### config.mk
export PLATFORM = sky130hd
export DESIGN_NAME = stack_unit
export DESIGN_NICKNAME = d
export VERILOG_FILES = /design/src/rtl/stack_unit_pkg.sv /design/src/rtl/stack_unit_ram.sv /design/src/rtl/stack_unit.sv
export SDC_FILE = /design/constraint.sdc
export NUM_CORES = 1
export LEC_CHECK = 0
export ABC_AREA = 1
export BUFFER_PORTS_ARGS = -buffer_cell sky130_fd_sc_hd__clkbuf_2
export CORE_UTILIZATION = 50
export CTS_CLUSTER_DIAMETER = 200
export DETAILED_ROUTE_END_ITERATION = 12
export GPL_TIMING_DRIVEN = 0
export PLACE_DENSITY = 0.65
export SYNTH_ARGS = -nofsm -noshare
export SYNTH_HDL_FRONTEND = slang
export SYNTH_HIERARCHICAL = 1
export SYNTH_SLANG_ARGS = --single-unit
### constraint.sdc
create_clock -name clk -period 6.23 [get_ports clk]
set_input_delay 0.3115 -clock clk [delete_from_list [all_inputs] [get_ports clk]]
set_output_delay 0.3115 -clock clk [all_outputs]
set_load 0.05 [all_outputs]
### src/rtl/stack_unit_pkg.sv
// stack_unit_pkg: shared types and helpers for the SAP-2 hardware stack.
//   state_t : transfer FSM states (IDLE / PUSH / POP), 2-bit encoding
//   clog2   : ceiling log2, usable in parameter expressions
//   sp_max  : stack size in bytes for a given depth/bytes-per-word
package stack_unit_pkg;

  typedef enum logic [1:0] {
    ST_IDLE = 2'd0,
    ST_PUSH = 2'd1,
    ST_POP  = 2'd2
  } state_t;

  localparam int unsigned DEF_BUS_W = 8;
  localparam int unsigned DEF_BYTES = 2;
  localparam int unsigned DEF_DEPTH = 16;

  function automatic int unsigned clog2(input int unsigned v);
    int unsigned r;
    r = 0;
    for (int unsigned i = 0; i < 32; i++) begin
      if ((64'd1 << i) < 64'(v)) r = i + 1;
    end
    return r;
  endfunction

  function automatic int unsigned sp_max(input int unsigned depth,
                                         input int unsigned bytes);
    return depth * bytes;
  endfunction

endpackage

### src/rtl/stack_unit_ram.sv
// stack_ram: private byte-wide stack storage.
//   clk     : write clock
//   i_we    : write enable
//   i_waddr : write byte address
//   i_wdata : write byte
//   i_raddr : read byte address
//   o_rdata : read byte (asynchronous)
// Contents are not reset.
module stack_ram
  import stack_unit_pkg::*;
#(
  parameter  int unsigned BUS_W = DEF_BUS_W,
  parameter  int unsigned WORDS = 32,
  localparam int unsigned AW    = (clog2(WORDS) > 0) ? clog2(WORDS) : 1
) (
  input  logic             clk,
  input  logic             i_we,
  input  logic [AW-1:0]    i_waddr,
  input  logic [BUS_W-1:0] i_wdata,
  input  logic [AW-1:0]    i_raddr,
  output logic [BUS_W-1:0] o_rdata
);

  logic [BUS_W-1:0] r_mem [WORDS];

  always_ff @(posedge clk) begin
    if (i_we) r_mem[i_waddr] <= i_wdata;
  end

  assign o_rdata = r_mem[i_raddr];

endmodule

### src/rtl/stack_unit.sv
// stack_unit: parametrised hardware stack backing CALL/RET and PUSH/POP.
// Down-counting byte stack pointer; words move one byte per cycle.
//   clk, rst  : clock, asynchronous active-high reset
//   push_req  : start push of push_data (idle only)
//   push_data : word to push, latched on acceptance
//   pop_req   : start pop (idle only)
//   pop_data  : last popped word, registered
//   sp_load   : load sp from sp_in, clamped to SP_MAX (idle only)
//   sp_in     : new stack pointer value
//   err_clr   : clear both sticky error flags
//   sp        : current stack pointer (byte address of top)
//   busy      : transfer in progress
//   done      : one-cycle completion pulse
//   full      : fewer than BYTES bytes free
//   empty     : fewer than BYTES bytes stored
//   err_ovf   : sticky, push rejected while full
//   err_unf   : sticky, pop rejected while empty
module stack_unit
  import stack_unit_pkg::*;
#(
  parameter  int unsigned BUS_W  = DEF_BUS_W,
  parameter  int unsigned BYTES  = DEF_BYTES,
  parameter  int unsigned DEPTH  = DEF_DEPTH,
  localparam int unsigned WORD_W = BUS_W * BYTES,
  localparam int unsigned SP_MAX = sp_max(DEPTH, BYTES),
  localparam int unsigned SP_W   = clog2(SP_MAX) + 1
) (
  input  logic              clk,
  input  logic              rst,
  input  logic              push_req,
  input  logic [WORD_W-1:0] push_data,
  input  logic              pop_req,
  output logic [WORD_W-1:0] pop_data,
  input  logic              sp_load,
  input  logic [SP_W-1:0]   sp_in,
  input  logic              err_clr,
  output logic [SP_W-1:0]   sp,
  output logic              busy,
  output logic              done,
  output logic              full,
  output logic              empty,
  output logic              err_ovf,
  output logic              err_unf
);

  localparam int unsigned AW = (SP_W > 1) ? SP_W - 1 : 1;
  localparam int unsigned IW = (clog2(BYTES) > 0) ? clog2(BYTES) : 1;

  localparam logic [SP_W-1:0] C_SP_MAX = SP_W'(SP_MAX);
  localparam logic [SP_W-1:0] C_BYTES  = SP_W'(BYTES);
  localparam logic [SP_W-1:0] C_ONE    = SP_W'(1);
  localparam logic [IW-1:0]   C_LAST   = IW'(BYTES - 1);

  state_t            r_state, w_state_nxt;
  logic [SP_W-1:0]   r_sp, w_sp_nxt, w_level, w_sp_clamp;
  logic [WORD_W-1:0] r_word, w_word_nxt;
  logic [WORD_W-1:0] r_pop_data, w_pop_data_nxt, w_asm;
  logic [IW-1:0]     r_idx, w_idx_nxt;
  logic              r_done, w_done_nxt;
  logic              r_err_ovf, w_err_ovf_nxt, w_ovf_evt;
  logic              r_err_unf, w_err_unf_nxt, w_unf_evt;
  logic              w_full, w_empty, w_last;

  logic              w_ram_we;
  logic [AW-1:0]     w_ram_waddr, w_ram_raddr;
  logic [BUS_W-1:0]  w_ram_wdata, w_ram_rdata;

  stack_ram #(
    .BUS_W (BUS_W),
    .WORDS (SP_MAX)
  ) u_ram (
    .clk     (clk),
    .i_we    (w_ram_we),
    .i_waddr (w_ram_waddr),
    .i_wdata (w_ram_wdata),
    .i_raddr (w_ram_raddr),
    .o_rdata (w_ram_rdata)
  );

  // sp never exceeds SP_MAX, so level cannot underflow.
  assign w_level    = C_SP_MAX - r_sp;
  assign w_full     = (r_sp < C_BYTES);
  assign w_empty    = (w_level < C_BYTES);
  assign w_last     = (r_idx == C_LAST);
  assign w_sp_clamp = (sp_in > C_SP_MAX) ? C_SP_MAX : sp_in;

  // Push sends the high byte first from the top of the shift register;
  // pop shifts each new byte in from the top, so the first (low) byte
  // read ends up in the least significant position.
  assign w_ram_waddr = AW'(r_sp - C_ONE);
  assign w_ram_raddr = AW'(r_sp);
  assign w_ram_wdata = r_word[WORD_W-1 -: BUS_W];
  assign w_asm       = (r_word >> BUS_W) | (WORD_W'(w_ram_rdata) << (WORD_W - BUS_W));

  always_comb begin
    w_state_nxt    = r_state;
    w_sp_nxt       = r_sp;
    w_word_nxt     = r_word;
    w_idx_nxt      = r_idx;
    w_pop_data_nxt = r_pop_data;
    w_done_nxt     = 1'b0;
    w_ram_we       = 1'b0;
    w_ovf_evt      = 1'b0;
    w_unf_evt      = 1'b0;

    case (r_state)
      ST_IDLE: begin
        if (sp_load) begin
          w_sp_nxt = w_sp_clamp;
        end else if (push_req) begin
          if (w_full) begin
            w_ovf_evt = 1'b1;
          end else begin
            w_word_nxt  = push_data;
            w_idx_nxt   = '0;
            w_state_nxt = ST_PUSH;
          end
        end else if (pop_req) begin
          if (w_empty) begin
            w_unf_evt = 1'b1;
          end else begin
            w_idx_nxt   = '0;
            w_state_nxt = ST_POP;
          end
        end
      end

      ST_PUSH: begin
        w_ram_we   = 1'b1;
        w_sp_nxt   = r_sp - C_ONE;
        w_word_nxt = r_word << BUS_W;
        w_idx_nxt  = r_idx + IW'(1);
        if (w_last) begin
          w_state_nxt = ST_IDLE;
          w_done_nxt  = 1'b1;
        end
      end

      ST_POP: begin
        w_sp_nxt   = r_sp + C_ONE;
        w_word_nxt = w_asm;
        w_idx_nxt  = r_idx + IW'(1);
        if (w_last) begin
          w_pop_data_nxt = w_asm;
          w_state_nxt    = ST_IDLE;
          w_done_nxt     = 1'b1;
        end
      end

      default: begin
        w_state_nxt = ST_IDLE;
      end
    endcase

    // A new error event outranks a simultaneous clear.
    w_err_ovf_nxt = w_ovf_evt | (r_err_ovf & ~err_clr);
    w_err_unf_nxt = w_unf_evt | (r_err_unf & ~err_clr);
  end

  always_ff @(posedge clk or posedge rst) begin
    if (rst) begin
      r_state    <= ST_IDLE;
      r_sp       <= C_SP_MAX;
      r_word     <= '0;
      r_idx      <= '0;
      r_pop_data <= '0;
      r_done     <= 1'b0;
      r_err_ovf  <= 1'b0;
      r_err_unf  <= 1'b0;
    end else begin
      r_state    <= w_state_nxt;
      r_sp       <= w_sp_nxt;
      r_word     <= w_word_nxt;
      r_idx      <= w_idx_nxt;
      r_pop_data <= w_pop_data_nxt;
      r_done     <= w_done_nxt;
      r_err_ovf  <= w_err_ovf_nxt;
      r_err_unf  <= w_err_unf_nxt;
    end
  end

  assign sp       = r_sp;
  assign busy     = (r_state != ST_IDLE);
  assign done     = r_done;
  assign full     = w_full;
  assign empty    = w_empty;
  assign pop_data = r_pop_data;
  assign err_ovf  = r_err_ovf;
  assign err_unf  = r_err_unf;

endmodule

# After elaboration in Yosys (flattened, before gate mapping)
# Memory sizes are Yosys's and may differ from the RTL's.
# Cells that the tools add are included.
classes:
  add_sub_neg: 4
  n_lt_le_gt_ge: 3
  eq_ne: 10
  mux: 34
  bitwise: 6
  n_reduce_logical: 10
ops:
  columns: ["cell", "n"]
  rows:
  - ["$mux 16", 3]
  - ["$pmux 16 s3", 1]
  - ["$mux 1", 19]
  - ["$pmux 6 s3", 1]
  - ["$or 8x16->16", 1]
  - ["$lt 6x2->1 const B", 2]
  - ["$mux 2", 6]
  - ["$mux 6", 2]
  - ["$reduce_and 5->1", 2]
  - ["$ne 3x3->1 const B", 3]
  - ["$ne 2x2->1 const B", 4]
  - ["$add 6x1->6 const B", 1]
  - ["$gt 6x6->1 const B", 1]
  - ["$sub 6x1->6 const B", 1]
  - ["$sub 6x6->6 const A", 1]
  - ["$pmux 2 s2", 1]
  - ["$reduce_and 2->1", 2]
  - ["$reduce_and 4->1", 1]
  - ["$reduce_bool 2->1", 2]
  - ["$reduce_bool 3->1", 1]
  - ["$and 1x1->1", 2]
  - ["$eq 2x1->1 const B", 1]
  - ["$eq 2x2->1 const B", 1]
  - ["$logic_not 2->1", 1]
  - ["other kinds (6)", 7]
word_totals:
  regBits: 44
  ramBits: 256
  in_bits: 28
  output_inout_bits: 28
  elab_cells: 76
  memories: 1
memory_table:
  columns: ["memory", "depth", "word_bits", "rd", "rd_clocked_by_memory_dff", "write_ports", "line", "source"]
  rows:
  - ["u_ram.r_mem", 32, 8, 1, 0, 1, "stack_unit_ram.sv:24", "logic [BUS_W-1:0] r_mem [WORDS];"]

# Longest topological paths before layout
logic_depth:
  word_depth: 8
  ltp_mapped: 15
  depth_no_buf: 13

# Modules after synthesis
# Netlist, hierarchy kept.
modules_own_cells:
  columns: ["module", "n_inst", "cells_per_inst", "area_each_um2", "seq_area_each_um2"]
  rows:
  - ["stack_ram", 1, 914, 10627.7, 7687.4]
  - ["stack_unit", 1, 301, 2423.6, 1102.3]

# Worst setup path after synthesis
# OpenSTA, ideal clock, no wires.
synth_path:
  kind: "register -> register"
  startpoint: "register r_sp[0], in the netlist sp[0]"
  endpoint: "memory u_ram/r_mem[4][0] (netlist name), enable pin"
  setup_time_ns: 0.370
  arrival_ns: 2.205
  required_time_ns: 5.860
  slack_ns: 3.655
  stages_incl_launch_ff: 10
  n_path_buf: 0
  period_less_slack_ns: 2.575
  path_cell_list: "dfrtp_1 > inv_1 > ha_1 > nand2_1 > nand2_1 > nand2_1 > inv_1 > inv_1 > nand3_1 > nor2_1"
synth_between:
  elab_chain_len: 1
synth_rtl:
  columns: ["element", "line", "source"]
  rows:
  - ["start, declared", "stack_unit.sv:55", "logic [SP_W-1:0] r_sp, w_sp_nxt, w_level, w_sp_clamp;"]
  - ["start signal, assigned", "stack_unit.sv:172", "r_sp <= w_sp_nxt;"]
  - ["$sub 6x1->6", null, null]
  - ["via w_ram_waddr[0]", "stack_unit.sv:65", "logic [AW-1:0] w_ram_waddr, w_ram_raddr;"]
  - ["end, declared", "stack_unit_ram.sv:24", null]
# The timed path passes the listed nets, and every way through them passes these cells.

# Worst setup path after layout
layout_path:
  startpoint: "register r_sp[0], in the netlist sp[0]"
  endpoint: "output empty"
layout_between:
  elab_chain_len: 2
layout_rtl:
  columns: ["element", "line", "source"]
  rows:
  - ["$sub 6x6->6", "stack_unit.sv:81", "assign w_level = C_SP_MAX - r_sp;"]
  - ["$lt 6x2->1", "stack_unit.sv:83", "assign w_empty = (w_level < C_BYTES);"]
  - ["end, declared", "stack_unit.sv:41", "output logic empty,"]
# Every way passes these cells.

==> flow_summary.json <==
{
  "ir_drop_uv": 350,
  "numCtsBuffers": 30,
  "initial_utilization": 0.514,
  "cts_tree": "built",
  "synth_edf_count": 256,
  "clock_latency_ns": 0.55,
  "dp_slack_ns": 3.22,
  "final_nets": 1338,
  "slew_viol_final": 0,
  "clockBufferDepth": 3,
  "via_count": 9289,
  "tns_ns": 0,
  "cts_resized": 0,
  "dr.pass1.iters": 5,
  "grt_overflow": 0,
  "routedWlPerCell_um": 20.3,
  "grt_pass1_vias": 8658,
  "wl_met2_um": 15700,
  "period_share": 0.501,
  "outcome": "completed",
  "cp_cell_sequence": "inv_1 > ha_1 > nand2_1 > inv_1 > nor2_2 > nand3_1 > nor2_2 > nand2_1 > inv_1 > clkbuf_2",
  "worst-path-max-fanout": 10,
  "antenna_cells": 0,
  "ys_seq_area_frac": 0.673,
  "cts_root_buf": "clkbuf_16",
  "wl_um": 33600,
  "syn_avg_cell_area_um2": 10.7,
  "grt_start_max_net_pins": 42,
  "die_x_um": 164,
  "fillerInstances": 2202,
  "setup_viol": 0,
  "hp-class": "primary input to flop",
  "synth-async-reset-ratio": 0.147,
  "cp.buffers_inverters": 4,
  "finalCriticalPeriod_ns": 3.12,
  "rows": 58,
  "wirelength_met1_um": 15000,
  "yosysUniqueCellTypes": 36,
  "place_congestion": 0.837,
  "timing.fmax_mhz": 321,
  "power.total_uw": 7880,
  "io_buffers": 55,
  "critPathMaxStageDelay_ns": 0.59,
  "ff_latch_area_um2": 8790,
  "timing.final.ws_setup_ns": 3.11,
  "clock_sinks": 300,
  "grt_usage": 0.255,
  "synth_nets": 1248,
  "critical_path_class": "flop to output pin",
  "antenna_found_initial": 0,
  "critPathSlowestCell": "dfrtp_1",
  "cp-start-kind": "flop",
  "required_ns": 5.92,
  "post_cts_buffers": 0,
  "vias_per_cell": 5.60,
  "drive_above_1_share": 0.137,
  "crit_top_cell": "inv_1",
  "grt_pass1_wl_um": 50600,
  "worst_setup_path_end_kind": "output pin",
  "finClkSkew_ns": 0.0126,
  "ios": 56,
  "ys_ff_latch": 300,
  "hold_viol": 0,
  "rsz0062_at_grt": "false",
  "yosys_most_used_dff": "edfxtp_1",
  "cts_hold_buffers": 2,
  "dieHeight_um": 164,
  "yosysWarnings": 6,
  "synth_cells": 1215,
  "tightestPinTransition_ns": 1.39,
  "antenna_left": 0,
  "post-dp-hpwl_um": 22300,
  "drt-initial-drc-count": 878,
  "cts_max_level": 1,
  "slew_headroom": 0.0758,
  "yosysTopAreaCell": "edfxtp_1",
  "highest_layer": "met4",
  "area_growth_pct": 12.9,
  "route.met3.wl_um": 2070,
  "core_um2": 25400,
  "p_leak_uw": 0.00589,
  "arrival_ns": 2.81,
  "die-area_um2": 26800,
  "cap_viol_max_count": 0,
  "synth_area_leaders": "edfxtp_1, nand2_1, nand3_1",
  "p_per_area_nw_per_um2": 534,
  "path_clk_slew_ns": 0.06,
  "critPathTopFamily": "simple AND/OR/NAND/NOR gates",
  "multi_input_area_um2": 3570,
  "syn_area_um2": 13100,
  "drc": 0,
  "synth_top_area_frac": 0.589
}
## where the power goes
group	internal [uW]	total, uW	switching [uW]
Sequential	2600	2970	371
Clock	1010	1740	722
Combinational	925	3170	2240
Total	4540	7880	3330
## synth_stat cells (6+ instances only)
master,instances
o21ai_0,30
buf_6,26
nand2_1,432
o21ai_2,11
nor2_1,54
buf_2,17
nand3_1,219
nand2_2,6
inv_2,6
inv_1,48
dfrtp_1,43
edfxtp_1,256
clkbuf_1,11
## worst register-to-register path, cell delays in order, from the launching register on
cell     delay (ns)
dfrtp_1        0.59
inv_1          0.26
ha_1           0.37
inv_1          0.14
inv_1          0.09
nor2_1         0.09
nand2_1        0.32
nor2_1         0.82
## area by class of cell
| cell class | count | area share |
|---|---|---|
| Sequential cell | 300 | 0.597 |
| Timing Repair Buffer | 58 | 0.0214 |
| Inverter | 55 | 0.0143 |
| Buffer | 62 | 0.0329 |
| Clock inverter | 10 | 0.00492 |
| Multi-Input combinational cell | 798 | 0.242 |
| Tap cell | 330 | 0.0280 |
| Clock buffer | 46 | 0.0599 |
## cells by family (layout without fill, tap and decap cells)
| group | count (synthesis) | in the layout | synth area share |
|---|---|---|---|
| buffers and inverters | 117 | 231 | 0.0533 |
| and+or+nand+nor | 727 | 727 | 0.236 |
| AOI/OAI and AO/OA | 64 | 64 | 0.0308 |
| adders and majority gates | 5 | 5 | 0.00479 |
| DFF | 300 | 300 | 0.673 |
| muxes | 2 | 2 | 0.00173 |
## worst paths after layout
check,startpoint,endpoint,slack (ns),depth (start not counted)
worst max-delay path,sp[0]$_DFFE_PP0P_,empty,3.11,10
worst min-delay path,push_data[5],r_word[5]$_DFFE_PP0P_,0.03,3
worst max register to register,sp[0]$_DFFE_PP0P_,u_ram/r_mem[2][0]$_DFFE_PP_,3.18,7
worst min register to register,pop_data[8]$_DFFE_PP0P_,pop_data[8]$_DFFE_PP0P_,0.49,2
max in group asynchronous,rst,sp[5]$_DFFE_PP1P_,5.59,4
min in group asynchronous,rst,r_word[3]$_DFFE_PP0P_,0.17,3
## layer usage
metal  vias up  track usage
met2       356        0.407
met3        53       0.0310
li1       4345            -
met1      4535        0.369
met5         -            0
met4         0       0.0737
## registers in the layout, summed over array words and instances, names as in the netlist
signal / cells
sp: 6
pop_data: 16
err_unf: 1
u_ram/r_mem: 256
r_word: 16
err_ovf: 1
r_state: 2
done: 1
r_idx: 1
## layout by cell type, fill, tap and decap left out, types with 2 or more instances in the layout
master and n:
o21ai_1 5, buf_4 5, o221ai_1 5, clkbuf_2 55, buf_2 17, clkbuf_8 3
buf_1 2, clkbuf_1 22, buf_12 2, o211ai_1 2, edfxtp_1 256, o21ai_0 30
nand3_2 2, ha_1 5, a221oi_1 2, nand2_2 6, mux2_2 2, a31oi_1 5
nand4_1 5, clkinv_2 3, dlygate4sd3_1 2, inv_1 47, a21oi_1 3, dfrtp_1 42
clkbuf_16 32, inv_2 7, o21ai_2 11, clkinv_1 5, buf_6 26, nand2_1 432
nor2_1 54, nand3_1 219, nor2_2 3
## stage by stage
stage                     area, um^2  hold WS (ns)   util  instances
after CTS                      14700       0.00693  0.580       1659
after global placement         13700         0.472  0.541       1600
after floorplan                13100         0.422      -       1215
after detailed placement       13800         0.169  0.542       1601
final                          14700        0.0254  0.580       1659
after global routing           14700        0.0188  0.580       1659
Note: power is estimated with default switching activity, not from simulation.
